<file path="src/rtl/rr_grant_arbiter.sv">
// Round-robin grant arbiter.
// Grants one of N requesters at a time. A grant is held until the owner
// signals done, drops its request, or the hold limit runs out. Every
// release advances the rotation pointer past the owner, and an idle
// bubble cycle always separates consecutive grants.
`timescale 1ns/1ps

module rr_grant_arbiter #(
  parameter int N        = 8,
  parameter int IDX_W    = 3,
  parameter int MAX_HOLD = 16,
  parameter int HOLD_W   = 5
) (
  input  logic             clk,
  input  logic             rst_n,
  input  logic [N-1:0]     req_i,
  input  logic             done_i,
  output logic [N-1:0]     gnt_o,
  output logic [IDX_W-1:0] gnt_idx_o,
  output logic             gnt_valid_o,
  output logic             timeout_o
);

  typedef enum logic {
    IDLE  = 1'b0,
    GRANT = 1'b1
  } state_t;

  // Last hold count value before the grant is forced off.
  localparam logic [HOLD_W-1:0] HOLD_LAST = HOLD_W'(MAX_HOLD - 1);
  localparam logic [IDX_W-1:0]  IDX_LAST  = IDX_W'(N - 1);

  state_t            state_q;
  logic [N-1:0]      gnt_q;
  logic [IDX_W-1:0]  gnt_idx_q;
  logic [IDX_W-1:0]  ptr_q;
  logic [HOLD_W-1:0] hold_cnt_q;
  logic              timeout_q;

  logic [N-1:0]      req_hi_d;     // requests at or above the pointer
  logic [IDX_W-1:0]  hi_idx_d;
  logic              hi_found_d;
  logic [IDX_W-1:0]  lo_idx_d;
  logic [IDX_W-1:0]  win_idx_d;
  logic [N-1:0]      win_onehot_d;
  logic              owner_req_d;
  logic [IDX_W-1:0]  ptr_adv_d;

  // Mask off requesters below the rotation pointer.
  genvar gi;
  generate
    for (gi = 0; gi < N; gi++) begin : g_req_mask
      assign req_hi_d[gi] = req_i[gi] && (IDX_W'(gi) >= ptr_q);
    end
  endgenerate

  // Lowest masked requester wins; fall back to the lowest requester overall.
  always_comb begin
    hi_idx_d   = '0;
    hi_found_d = 1'b0;
    lo_idx_d   = '0;
    for (int i = N - 1; i >= 0; i--) begin
      if (req_i[i]) begin
        lo_idx_d = IDX_W'(i);
      end
      if (req_hi_d[i]) begin
        hi_idx_d   = IDX_W'(i);
        hi_found_d = 1'b1;
      end
    end
    win_idx_d    = hi_found_d ? hi_idx_d : lo_idx_d;
    win_onehot_d = {{(N-1){1'b0}}, 1'b1} << win_idx_d;
  end

  // Owner's request level and the pointer value used on release.
  assign owner_req_d = req_i[gnt_idx_q];
  assign ptr_adv_d   = (gnt_idx_q == IDX_LAST) ? '0 : gnt_idx_q + 1'b1;

  // Arbitration FSM with registered grant, index and timeout outputs.
  always_ff @(posedge clk or negedge rst_n) begin
    if (!rst_n) begin
      state_q    <= IDLE;
      gnt_q      <= '0;
      gnt_idx_q  <= '0;
      ptr_q      <= '0;
      hold_cnt_q <= '0;
      timeout_q  <= 1'b0;
    end else begin
      case (state_q)
        IDLE: begin
          timeout_q <= 1'b0;
          if (|req_i) begin
            state_q    <= GRANT;
            gnt_q      <= win_onehot_d;
            gnt_idx_q  <= win_idx_d;
            hold_cnt_q <= '0;
          end
        end
        GRANT: begin
          if (done_i || !owner_req_d) begin
            // Normal release wins over the hold limit in the same cycle.
            state_q   <= IDLE;
            gnt_q     <= '0;
            ptr_q     <= ptr_adv_d;
            timeout_q <= 1'b0;
          end else if (hold_cnt_q == HOLD_LAST) begin
            state_q   <= IDLE;
            gnt_q     <= '0;
            ptr_q     <= ptr_adv_d;
            timeout_q <= 1'b1;
          end else begin
            hold_cnt_q <= hold_cnt_q + 1'b1;
            timeout_q  <= 1'b0;
          end
        end
        default: begin
          state_q   <= IDLE;
          gnt_q     <= '0;
          timeout_q <= 1'b0;
        end
      endcase
    end
  end

  assign gnt_o       = gnt_q;
  assign gnt_idx_o   = gnt_idx_q;
  assign gnt_valid_o = |gnt_q;
  assign timeout_o   = timeout_q;

endmodule

</file>
<file path="config.mk">
export PLATFORM = sky130hd
export DESIGN_NAME = rr_grant_arbiter
export DESIGN_NICKNAME = d
export VERILOG_FILES = /design/src/rtl/rr_grant_arbiter.sv
export SDC_FILE = /design/constraint.sdc
export NUM_CORES = 1
export LEC_CHECK = 0
export ABC_AREA = 1
export CAP_MARGIN = 5
export CELL_PAD_IN_SITES_DETAIL_PLACEMENT = 2
export CELL_PAD_IN_SITES_GLOBAL_PLACEMENT = 2
export CORE_ASPECT_RATIO = 0.5
export CORE_MARGIN = 2
export CORE_UTILIZATION = 29
export CTS_CLUSTER_SIZE = 30
export DETAILED_ROUTE_END_ITERATION = 7
export PLACE_DENSITY = 0.78
export SETUP_SLACK_MARGIN = 0.15
export SLEW_MARGIN = 5
export SYNTH_ARGS = -nofsm -noshare
export SYNTH_HDL_FRONTEND = slang
export SYNTH_SLANG_ARGS = --single-unit
</file>
<file path="constraint.sdc">
create_clock -name clk -period 1.8 [get_ports clk]
set_input_delay 0.27 -clock clk [delete_from_list [all_inputs] [get_ports clk]]
set_output_delay 0.27 -clock clk [all_outputs]
set_load 0.01 [all_outputs]
</file>
* Word level (Yosys, flattened, before mapping)
Index checks and enable logic that the tools add are counted.
** Storage, ports and cells
- Bits in registers :: 21
- Bits of input ports :: 11
- Output and inout bits :: 13
- Word-level logic and storage cells :: 87
** Operators by class
- Add/subtract/negate cells :: 2
- Magnitude comparators :: 9
- Equality and inequality tests :: 6
- Shift-type cells :: 1
- Muxes and demuxes :: 45
- Bitwise gates (word level) :: 1
- Reductions and logical operators :: 17
** Operators by type and width (count)
- 3-bit 2-to-1 mux :: 20
- 8-bit 2-to-1 mux :: 3
- 8-bit one-hot mux with 2 select lines :: 1
- 8-bit OR reduction :: 2
- 5-bit 2-to-1 mux :: 3
- 1-bit 2-to-1 mux :: 14
- 3-bit greater-or-equal comparator (first input constant) :: 4
- 5-bit one-hot mux with 2 select lines :: 1
- 1-bit logical AND :: 8
- 1-bit by 3-bit left shift with 8-bit output (first input constant) :: 1
- 1-bit by 3-bit greater-or-equal comparator with 1-bit output (first input constant) :: 2
- 2-bit by 3-bit greater-or-equal comparator with 1-bit output (first input constant) :: 2
- 2-bit != test (second input constant) :: 3
- 2-bit AND reduction :: 3
- 5-bit by 1-bit adder with 5-bit output (second input constant) :: 1
- 5-bit by 4-bit equality test with 1-bit output (second input constant) :: 1
- 3-bit by 4-bit < comparator with 1-bit output (second input constant) :: 1
- 1-bit one-hot mux with 2 select lines :: 2
- 3-bit by 1-bit adder with 3-bit output (second input constant) :: 1
- 1-bit binary-select mux with 3-bit select :: 1
- 3-bit equality test (second input constant) :: 1
- 3-bit by 1-bit != test with 1-bit output (second input constant) :: 1
- 3-bit AND reduction :: 1
- 2-bit nonzero test :: 1
- other kinds (3) :: 3

* Longest topological paths before layout
Gate-level depths: netlist of run 1.
- Depth after elaboration :: 14
- Depth in mapped cells :: 12

* Least setup slack after synthesis of run 1
Ideal clock, no wire load.
- Kind :: reg-to-reg
- Start :: register gnt_idx_q[0] (netlist: gnt_idx_o[0])
- End :: register gnt_q[4] (netlist: gnt_o[4])
- Library setup time :: 118 ps
- Arrival time :: 1321 ps
- Setup slack :: 361 ps
- Stages on the path, launching flop included :: 12
- Path buffers :: 1
- Clock period less this slack :: 1439 ps
- Cells stage by stage :: dfrtp_1 -> buf_4 -> nor2_1 -> nor2_1 -> o21ai_1 -> nand3_1 -> nand3b_2 -> nand2_1 -> nand2_1 -> inv_2 -> nand3_1 -> nand2_1
** On the way
- Longest elaborated chain between the ends :: 6
- Elaborated cells on any way between the ends :: 8
- Those cells by class :: 1 x eq/ne; 4 x mux; 3 x reduce/logical
** RTL lines
- start: declaration :: line 35 : logic [IDX_W-1:0] gnt_idx_q;
- start signal: assignment :: line 95 : gnt_idx_q <= win_idx_d;
- 1-bit binary-select mux with 3-bit select (*) :: line 76 : assign owner_req_d = req_i[gnt_idx_q];
- 1-bit 2-to-1 mux (implied by the code) (*) :: line 76
- 1-bit logical NOT (*) :: line 100 : if (done_i || !owner_req_d) begin
- 1-bit logical OR (*) :: line 100
- 8-bit 2-to-1 mux / 3-bit by 1-bit != test with 1-bit output (equally long branches)
- 8-bit one-hot mux with 2 select lines / 2-bit AND reduction (equally long branches)
- end signal: assignment :: line 94 : gnt_q <= win_onehot_d;
- end: declaration :: line 34 : logic [N-1:0] gnt_q;
Mark *: on every way between the ends. The rest lies on a longest branch, timed or not. The select of a mux whose other input is x is not followed.
A chain may end at the register's enable or synchronous reset.

* Final worst setup path of run 1
- Start :: input req_i[1]
- End :: register hold_cnt_q[2]
** On the way
- Longest elaborated chain between the ends :: 6
- Elaborated cells on any way between the ends :: 8
- Those cells by class :: 2 x eq/ne; 2 x mux; 4 x reduce/logical
** RTL lines
- start: declaration :: line 16 : input logic [N-1:0] req_i,
- 1-bit binary-select mux with 3-bit select :: line 76
- 1-bit 2-to-1 mux (implied by the code) :: line 76
- 1-bit logical NOT :: line 100
- 1-bit logical OR :: line 100
- 2-bit != test (no source line)
- 3-bit AND reduction (no source line) (*)
- end signal: assignment :: line 112 : hold_cnt_q <= hold_cnt_q + 1'b1;
- end: declaration :: line 37 : logic [HOLD_W-1:0] hold_cnt_q;
Marks and branches as above.

==> results of run 1 <==
cell usage in the layout (no fill, tap or decap), drive strengths merged:
cell,Yosys,layout
nand2,56,56
nand3,30,30
buf,2,24
dfrtp,21,21
inv,20,20
clkdlybuf4s50,0,17
nor2,16,16
o21ai,12,12
dlymetal6s2s,0,5
nand4,4,4
a21oi,4,4
ha,4,4
clkbuf,0,3
o211ai,2,2
nor4,2,2
nand3b,1,1
nor3,1,1
xor2,1,1
nor3b,1,1
clkinv,0,1
clkdlybuf4s15,0,1
flip-flops by register name (all words and copies together) (netlist names):
signal,count
state_q,1
ptr_q,3
gnt_idx_o,3
timeout_o,1
gnt_o,8
hold_cnt_q,5
power groups by stage:
stage / combinational [uW] / sequential (uW) / clock (uW)
after floorplan: 889 / 801 / 0
after global placement: 1490 / 824 / 0
after detailed placement: 1540 / 836 / 0
after CTS: 1550 / 838 / 343
after global routing: 2230 / 873 / 371
final: 2010 / 847 / 355
cell families after synthesis:
kind of cell | share of synthesized area (%)
AND/OR/NAND/NOR | 39.60
buffers and inverters | 7.089
flip-flops | 39.70
AO/OA/AOI/OAI | 9.169
adder cells (fa/ha/maj) | 3.781
XOR/XNOR | 0.6617
per-stage QoR:
stage                     hold slack, ns  power, uW  setup slack [ns]  cell area, um2
after detailed placement          0.5302       2377           -0.1771            1689
after floorplan                 -0.02559       1690            0.3607            1324
after CTS                         0.3541       2731            0.1552            1750
final                             0.3375       3211            0.1207            1969
after global routing              0.3503       3475          -0.02722            1969
after global placement            0.4954       2312           -0.1181            1689
layer usage:
metal  part of all wire, %  track usage (%)  up-vias
met3                   2.0            3.226        7
met4                   1.0            4.110        0
li1                      -                -      681
met1                    49            23.94      716
met2                    48            34.68       20
met5                     0                0        -
final cells by class:
class                   count  area (um2)
flip-flops and latches     21       529.3
well taps                  57       71.32
repair buffers             47       420.4
inverters                  20       82.58
clock inverters             1       5.005
clock buffers               3       41.29
fillers                   495        2434
multi-input cells         134       819.5
worst max-delay path, cell delays in order:
cell	delay [ns]
clkdlybuf4s50_1	0.45
inv_2	0.09
nand2_1	0.09
nor3_2	0.16
inv_1	0.10
o21ai_4	0.20
buf_4	0.17
buf_4	0.11
nand2_2	0.06
nand2_1	0.07
nand2_1	0.07
repair_timing:
action                     4_1_cts  5_1_grt
hold endpoints to repair         0        0
pin swaps                        0        8
resized for setup                5       39
buffers inserted                 0       13
setup endpoints to repair       14       19
path summary, 6_finish.rpt:
path	startpoint	end	slack [ns]	cells past startpoint
max reg2reg	gnt_idx_o[0]	hold_cnt_q[2]	0.13	9
min	rst_n	gnt_idx_o[1]	0.34	2
min reg2reg	hold_cnt_q[4]	hold_cnt_q[4]	0.57	2
min in group clk	req_i[0]	gnt_o[0]	0.56	5
max in group asynchronous	rst_n	ptr_q[0]	1.21	2
max	req_i[1]	hold_cnt_q[2]	0.12	11
==> metrics.md, run 1 <==
| Metric | Value |
|---|---|
| WP data arrival | `1.85 ns` |
| Final hold violations | `0` |
| CP max FO | `3` |
| TritonRoute pass-1 iters | `4` |
| Top cell type's share of synthesized area | `between 30% and 40%` |
| Die Height | `between 50 and 60 um` |
| Fmax | `0.5955 GHz` |
| Die X | `99.55 um` |
| Detail Route Antenna Nets | `0` |
| Slew HR | `80.17%` |
| EDFF count, synth | `0` |
| DP HPWL | `~3400 um` |
| Slew @ Worst Pin | `0.2974 ns` |
| Top cell type by total area after synthesis | `dfrtp_1` |
| Max clock buf depth | `2` |
| Area grow syn2layout | `48.77%` |
| Syn Inst Count | `roughly 180` |
| Net count, final | `242` |
| Seq pwr share | `26.4%` |
| Combinational power share | `62.6%` |
| GPL Wtd Cong | `0.7816` |
| Routed wire length | `roughly 5400 um` |
| Clock Sinks | `21` |
| Gr ovfl total | `0` |
| FP Rows | `17` |
| FF+latch count, synth | `21` |
| Fin util | `44.73%` |
| Async SR Flop Fraction | `100.0%` |
| Final min period | `about 1.7 ns` |
| Largest net degree at the start of global routing | `22` |
| Sw Share | `49.03%` |
| RSZ-0062 raised after global routing | `true` |
| Initial Utilization | `30.07%` |
| CTS Root Cell | `clkbuf_8` |
| Net switching power | `1574 uW` |
| Number of antenna violations at the first check in global routing | `0` |
| Clk Latency, worst-skew pair | `0.28 ns` |
| Ant diodes | `0` |
| CTS tree | `done` |
| Drt wl/cell | `19.13 um` |
| Status | `finished, final reports clean` |
| Setup crit end kind | `flop` |
| First-pass GRT wire length | `7507 um` |
| I/O pin count | `24` |
| Synth Net Count | `192` |
| Setup TNS Final | `0 ns` |
| Area contributors post-synth | `dfrtp_1 40%, nand2_1 14%, nand3_1 11%, inv_1 4.5%, ha_1 3.8%` |
| Pwr dens | `1630 nW/um2` |
| Peak supply drop | `around 0.4 mV` |
| CTS clock-pin slew for the worst setup and hold paths | `0.09 ns` |
| Leakage power | `around 0.001 uW` |
| Placed insts | `266` |
| Mapped cell area | `1324 um2` |
| Final Setup Violations | `0` |
| Clock Skew | `0.004686 ns` |
| Crit path required time | `around 2.0 ns` |
| IO Port Bufs | `23` |
| Synth unique cells | `27` |
| CORE AREA | `4403 um2` |
| Total number of vias | `1424` |
| Drt via density | `5.032` |
| Post-synthesis average cell area | `7.479 um2` |
| Hold_buf cts | `0` |
| H-tree levels | `1` |
| Leading post-synthesis cells by instance count | `51 x nand2_1, 29 x nand3_1, 21 x dfrtp_1` |
| GRT Resource Usage Total | `18.97%` |
| Non-Filler Instances | `283` |
| Fin crit share | `93.29%` |
| Post-synthesis sequential area ratio | `39.70%` |
| Initial drt markers | `58` |
| Max Cap Viol | `0` |
| Warnings, synthesis | `0` |
| Clock power frac | `around 11%` |
| Die footprint | `5154 um2` |
| CTS buffer count | `3` |
| Primary FF master, synth | `dfrtp_1` |
| Top-count cell post-synth | `nand2_1` |
| Internal power | `1637 uW` |
| WS Path Type | `input port to flop` |
| Pins Over Slew Limit | `0` |
| Share of cells above drive strength 1 | `30.53%` |
| Hold WC Path Type | `input port to async pin` |
| DRC violations left | `0` |
| Crit path launch type | `input port` |
| Vias in the first global route | `1499` |
No activity file was read; power rests on OpenSTA's default activity.
==> inputs of run 2 (changes only) <==
- CTS_CLUSTER_DIAMETER: default -> 30
==> results of run 2 <==
No change in the layout: final DEF, timing and power equal those of run 1.
